<file path="config.mk">
export PLATFORM = sky130hd
export DESIGN_NAME = perf_counter_bank
export DESIGN_NICKNAME = d
export VERILOG_FILES = /design/src/rtl/perf_pkg.sv /design/src/rtl/perf_counter.sv /design/src/rtl/perf_counter_bank.sv
export SDC_FILE = /design/constraint.sdc
export NUM_CORES = 1
export LEC_CHECK = 0
export ABC_AREA = 1
export BUFFER_PORTS_ARGS = -buffer_cell sky130_fd_sc_hd__buf_2
export CAP_MARGIN = 20
export CORE_UTILIZATION = 62
export DETAILED_ROUTE_END_ITERATION = 16
export GPL_TIMING_DRIVEN = 0
export HOLD_SLACK_MARGIN = 0.1
export PLACE_DENSITY = 0.85
export SLEW_MARGIN = 40
export SYNTH_ARGS = -nofsm -noshare
export SYNTH_HDL_FRONTEND = slang
export SYNTH_SLANG_ARGS = --single-unit
</file>
<file path="constraint.sdc">
create_clock -name clk -period 4.8 [get_ports clk]
set_input_delay 0.48 -clock clk [delete_from_list [all_inputs] [get_ports clk]]
set_output_delay 0.48 -clock clk [all_outputs]
set_load 0.02 [all_outputs]
</file>
<file path="src/rtl/perf_pkg.sv">
// Shared definitions for the performance counter bank: FSM encoding and default sizes.
package perf_pkg;

    typedef enum logic {
        RUN    = 1'b0,
        HALTED = 1'b1
    } state_t;

    localparam int DEF_NUM_CH = 4;
    localparam int DEF_CNT_W  = 16;

    // Readout select width: ceil(log2(n)), never less than one bit.
    function automatic int sel_width(input int n);
        return (n <= 2) ? 1 + (n == 2 ? 0 : 0) : $clog2(n);
    endfunction

endpackage

</file>
<file path="src/rtl/perf_counter.sv">
// One event counter channel: live count, halt snapshot shadow and sticky overflow.
// Define PERF_SAT_EN to make the counter saturate at all-ones instead of wrapping.
module perf_counter
    import perf_pkg::*;
#(
    parameter int CNT_W = DEF_CNT_W
) (
    input  logic             clk,
    input  logic             rst,
    input  logic             clr,
    input  logic             inc,
    input  logic             capture,
    output logic [CNT_W-1:0] live,
    output logic [CNT_W-1:0] shadow,
    output logic             ovf
);

    logic             at_max;
    logic [CNT_W-1:0] cnt_next;

    assign at_max = &live;

    always_comb begin
        cnt_next = live;
        if (inc) begin
`ifdef PERF_SAT_EN
            cnt_next = at_max ? live : live + CNT_W'(1);
`else
            cnt_next = live + CNT_W'(1);
`endif
        end
    end

    // The snapshot takes the post-increment value so the halting cycle's event is included.
    always_ff @(posedge clk or posedge rst) begin
        if (rst) begin
            live   <= '0;
            shadow <= '0;
            ovf    <= 1'b0;
        end else if (clr) begin
            live   <= '0;
            shadow <= '0;
            ovf    <= 1'b0;
        end else begin
            live <= cnt_next;
            if (inc && at_max) begin
                ovf <= 1'b1;
            end
            if (capture) begin
                shadow <= cnt_next;
            end
        end
    end

endmodule

</file>
<file path="src/rtl/perf_counter_bank.sv">
// Bank of event counters with a RUN/HALTED stop controller and snapshot readout.
// Saturating counters are selected by defining PERF_SAT_EN (see perf_counter).
module perf_counter_bank
    import perf_pkg::*;
#(
    parameter int NUM_CH = DEF_NUM_CH,
    parameter int CNT_W  = DEF_CNT_W,
    parameter int SEL_W  = (NUM_CH <= 2) ? 1 : $clog2(NUM_CH)
) (
    input  logic              clk,
    input  logic              rst,
    input  logic [NUM_CH-1:0] evt,
    input  logic              halt_req,
    input  logic              go,
    input  logic              clr,
    input  logic [SEL_W-1:0]  sel,
    output logic              run,
    output logic [CNT_W-1:0]  cnt_out,
    output logic [NUM_CH-1:0] ovf,
    output logic              snap_valid
);

    state_t           state;
    logic             capture;
    logic [CNT_W-1:0] live   [NUM_CH];
    logic [CNT_W-1:0] shadow [NUM_CH];

    assign run     = (state == RUN);
    assign capture = run && halt_req;

    // clr clears the snapshot flag but leaves the stop state alone.
    always_ff @(posedge clk or posedge rst) begin
        if (rst) begin
            state      <= RUN;
            snap_valid <= 1'b0;
        end else begin
            case (state)
                RUN:     if (halt_req) state <= HALTED;
                HALTED:  if (go)       state <= RUN;
                default:               state <= RUN;
            endcase
            if (clr) begin
                snap_valid <= 1'b0;
            end else if (capture) begin
                snap_valid <= 1'b1;
            end else if (state == HALTED && go) begin
                snap_valid <= 1'b0;
            end
        end
    end

    for (genvar i = 0; i < NUM_CH; i++) begin : g_ch
        perf_counter #(
            .CNT_W(CNT_W)
        ) u_ch (
            .clk     (clk),
            .rst     (rst),
            .clr     (clr),
            .inc     (run && evt[i]),
            .capture (capture),
            .live    (live[i]),
            .shadow  (shadow[i]),
            .ovf     (ovf[i])
        );
    end

    // Selects beyond the last channel match no entry and read as zero.
    always_comb begin
        cnt_out = '0;
        for (int i = 0; i < NUM_CH; i++) begin
            if (int'(sel) == i) begin
                cnt_out = (state == HALTED) ? shadow[i] : live[i];
            end
        end
    end

endmodule

</file>
==> results.yml <==
run_status:
  outcome: "complete, no violations"
yosys:
  syn_area_per_cell_um2: 7.67
  ys_top_cells_by_count: "nand2_1, dfrtp_1, inv_1, o21ai_0, nor2_1"
  ys_types: 38
  yosysSeqAreaShare_pct: 45.8
  synthMuxAreaShare_pct: 0
  synth-seq-cells: 134
  synthArstFlopShare_pct: 100
  synth_top_area_cell: "dfrtp_1"
  postSynthCellCount: 955
  synth_fa_ha_area_share_pct: 0.684
  synth_compound_area_share_pct: 15.1
  syn_nets: 970
  synth_xor_area_share_pct: 0.598
  netlist_area_um2: 7320
  synth_flop_cell: "dfrtp_1"
  synth_most_common_cell: "nand2_1"
  synth_edf_count: 0
  synth_top_family_by_area: "simple AND/OR/NAND/NOR gates"
  synth_warnings: 0
  synth_top_area_share_pct: 45.8
  synth_simple_gate_area_share_pct: 28.0
  synth_area_leaders: "dfrtp_1, nand2_1, o21ai_0, inv_1, nor2_1"
drt:
  route.detailed.wl_per_inst_um: 19.3
  drc_errors: 0
  ant_nets: 0
  wl_um: 22500
  firstDrtPassIters: 8
  viasPerCell: 6.10
  drtIter0Drc: 962
  dr_total_vias: 7092
sta:
  fin_skew_ns: 0.00491
  maxSlewHeadroom_pct: 47.7
  hold_violations: 0
  max_freq_mhz: 342
  maxSlewViolCount: 0
  setup_viol: 0
  tightest_slew_ns: 0.784
  finalCriticalPeriod_ns: 2.93
  period_share_pct: 61.0
  rsz0062_at_grt: "no"
setup_path:
  crit_family: "buffers and inverters"
  endpoint_kind: "output pin"
  crit_buf_inv: 3
  max_stage_delay_ns: 0.59
  critPathMostFrequentCell: "nor2_1"
  critPathLaunchType: "flip-flop"
  critical_path.cell_chain: "buf_6, clkbuf_1, nor2_1, nor2_1, o21ai_0, o2111ai_1, buf_2"
  critPathSlowestCell: "clkbuf_1"
  worstSetupPathType: "reg -> out"
  cp.required_ns: 4.32
  cp_max_fo: 10
  cp.arrival_ns: 2.45
clocking:
  cts_repair_resize_count: 0
  cts_setup_buffers: 0
  cts_sinks: 134
  clock_latency_ns: 0.43
  htree_levels: 4
  cts_tree: "yes"
  root_buffer: "clkbuf_16"
  clk_pin_slew_ns: 0.06
  cts_buffers: 17
  clock_path_buffers: 2
  hold_buffers: 0
floorplanning:
  die_w_um: 111
  die-area_um2: 12200
  coreArea_um2: 11500
  initial_core_util_pct: 63.9
  dieHeight_um: 111
  rows: 39
  ioPinCount: 33
global_route:
  grt_pass1_wl_um: 36000
  grt_max_degree: 73
  antenna_found_initial: 0
  grt_pass1_vias: 6896
  grt_overflow: 0
  grtUsageTotal_pct: 38.5
layout:
  multiInputGateArea_um2: 3250
  fillCellCount: 898
  area_delta_synth_final_pct: 12.8
  final_cell_count_no_fill: 1162
  insertedDiodeCount: 0
  register_area_um2: 3350
  nNetsFinal: 1021
  fin_util_pct: 72.0
  final_layout_size_suffix_gt1_share_pct: 11.7
pwr:
  max-vdd-ir-drop_uv: 375
  power_mw: 2.84
  p_per_area_nw_per_um2: 344
  p_leak_nw: 4.06
place:
  dp.cells: 1130
  port-buffer-count: 31
  hpwl_um: 15200
  gp_congestion: 0.943
job:
  maxCapViolCount: 0
min_path:
  hp-class: "in -> async"
## sequential cells by signal, indices dropped and copies added, names as in the netlist
| signal | cells |
|---|---|
| g_ch.u_ch.live | 64 |
| g_ch.u_ch.shadow | 64 |
| g_ch.u_ch.ovf | 4 |
| snap_valid | 1 |
| state | 1 |
## cells by family (layout without fill, tap and decap cells)
family	after synthesis	in the layout
AOI/OAI and AO/OA	199	199
xor gates and xnor gates	5	5
DFF	134	134
and+or+nand+nor	437	437
adders and majority gates	4	4
buffers and inverters	176	240
## final cells by class
type                       count  area share (%)
multi-input combinational    645            39.3
clock buffer                  30            6.47
buffer                        45            2.73
inverter                     131            6.09
tap                          143            2.17
clock inverter                 2           0.424
timing repair buffer          32            2.21
sequential                   134            40.6
## final timing paths
check | start | endpoint | slack (ns) | cells after the start
max reg2reg | state | g_ch[3].u_ch.shadow[12] | 2.98 | 7
max | state | cnt_out[6] | 1.87 | 7
max in group asynchronous | rst | g_ch[1].u_ch.shadow[14] | 4.01 | 3
min reg2reg | g_ch[2].u_ch.shadow[0] | g_ch[2].u_ch.shadow[0] | 0.47 | 2
min | rst | g_ch[3].u_ch.shadow[3] | 0.11 | 2
min in group clk | go | state | 0.26 | 2
## worst register-to-register path, cell delays in order, from the launching register on
cell and delay [ns]:
dfrtp_1 0.37, inv_2 0.08, nand2_1 0.13, nand2_1 0.14
inv_2 0.15, clkbuf_1 0.60, nand2_1 0.17, nand2_1 0.11
## metal layers
metal  vias up  GRT usage, %  routed length (µm)
met3       127          14.0                3010
met1      3267          48.4                8460
met4         0          20.3                1220
met2       479          58.1                9770
met5         -             0                   0
li1       3219             -                   -
## cell usage in the layout (no fill, tap or decap), types with 17 or more instances in the layout
cell,synthesis,layout
nand2_1,235,235
a21oi_1,50,50
nand4_1,29,29
clkbuf_1,25,31
o21ai_0,94,94
dfrtp_1,134,134
inv_1,125,124
buf_2,13,44
clkbuf_16,0,17
o21ai_1,19,19
nor2_1,77,77
nand3_1,45,45
## where the power goes
group	internal, mW	switching, mW
Combinational	0.0976	0.308
Sequential	1.15	0.0136
Clock	0.795	0.476
Total	2.04	0.798
## stage by stage
step                hold WS (ns)  cell area [µm²]  worst slack [ns]  setup TNS, ns
floorplan                  0.444             7320             0.737              0
global placement           0.456             7660            -0.735         -97.11
detailed placement         0.460             7690              2.11              0
CTS                        0.133             8260              2.03              0
global route               0.160             8260              1.77              0
finish                     0.106             8260              1.87              0
Note: power is estimated with default switching activity, not from simulation.
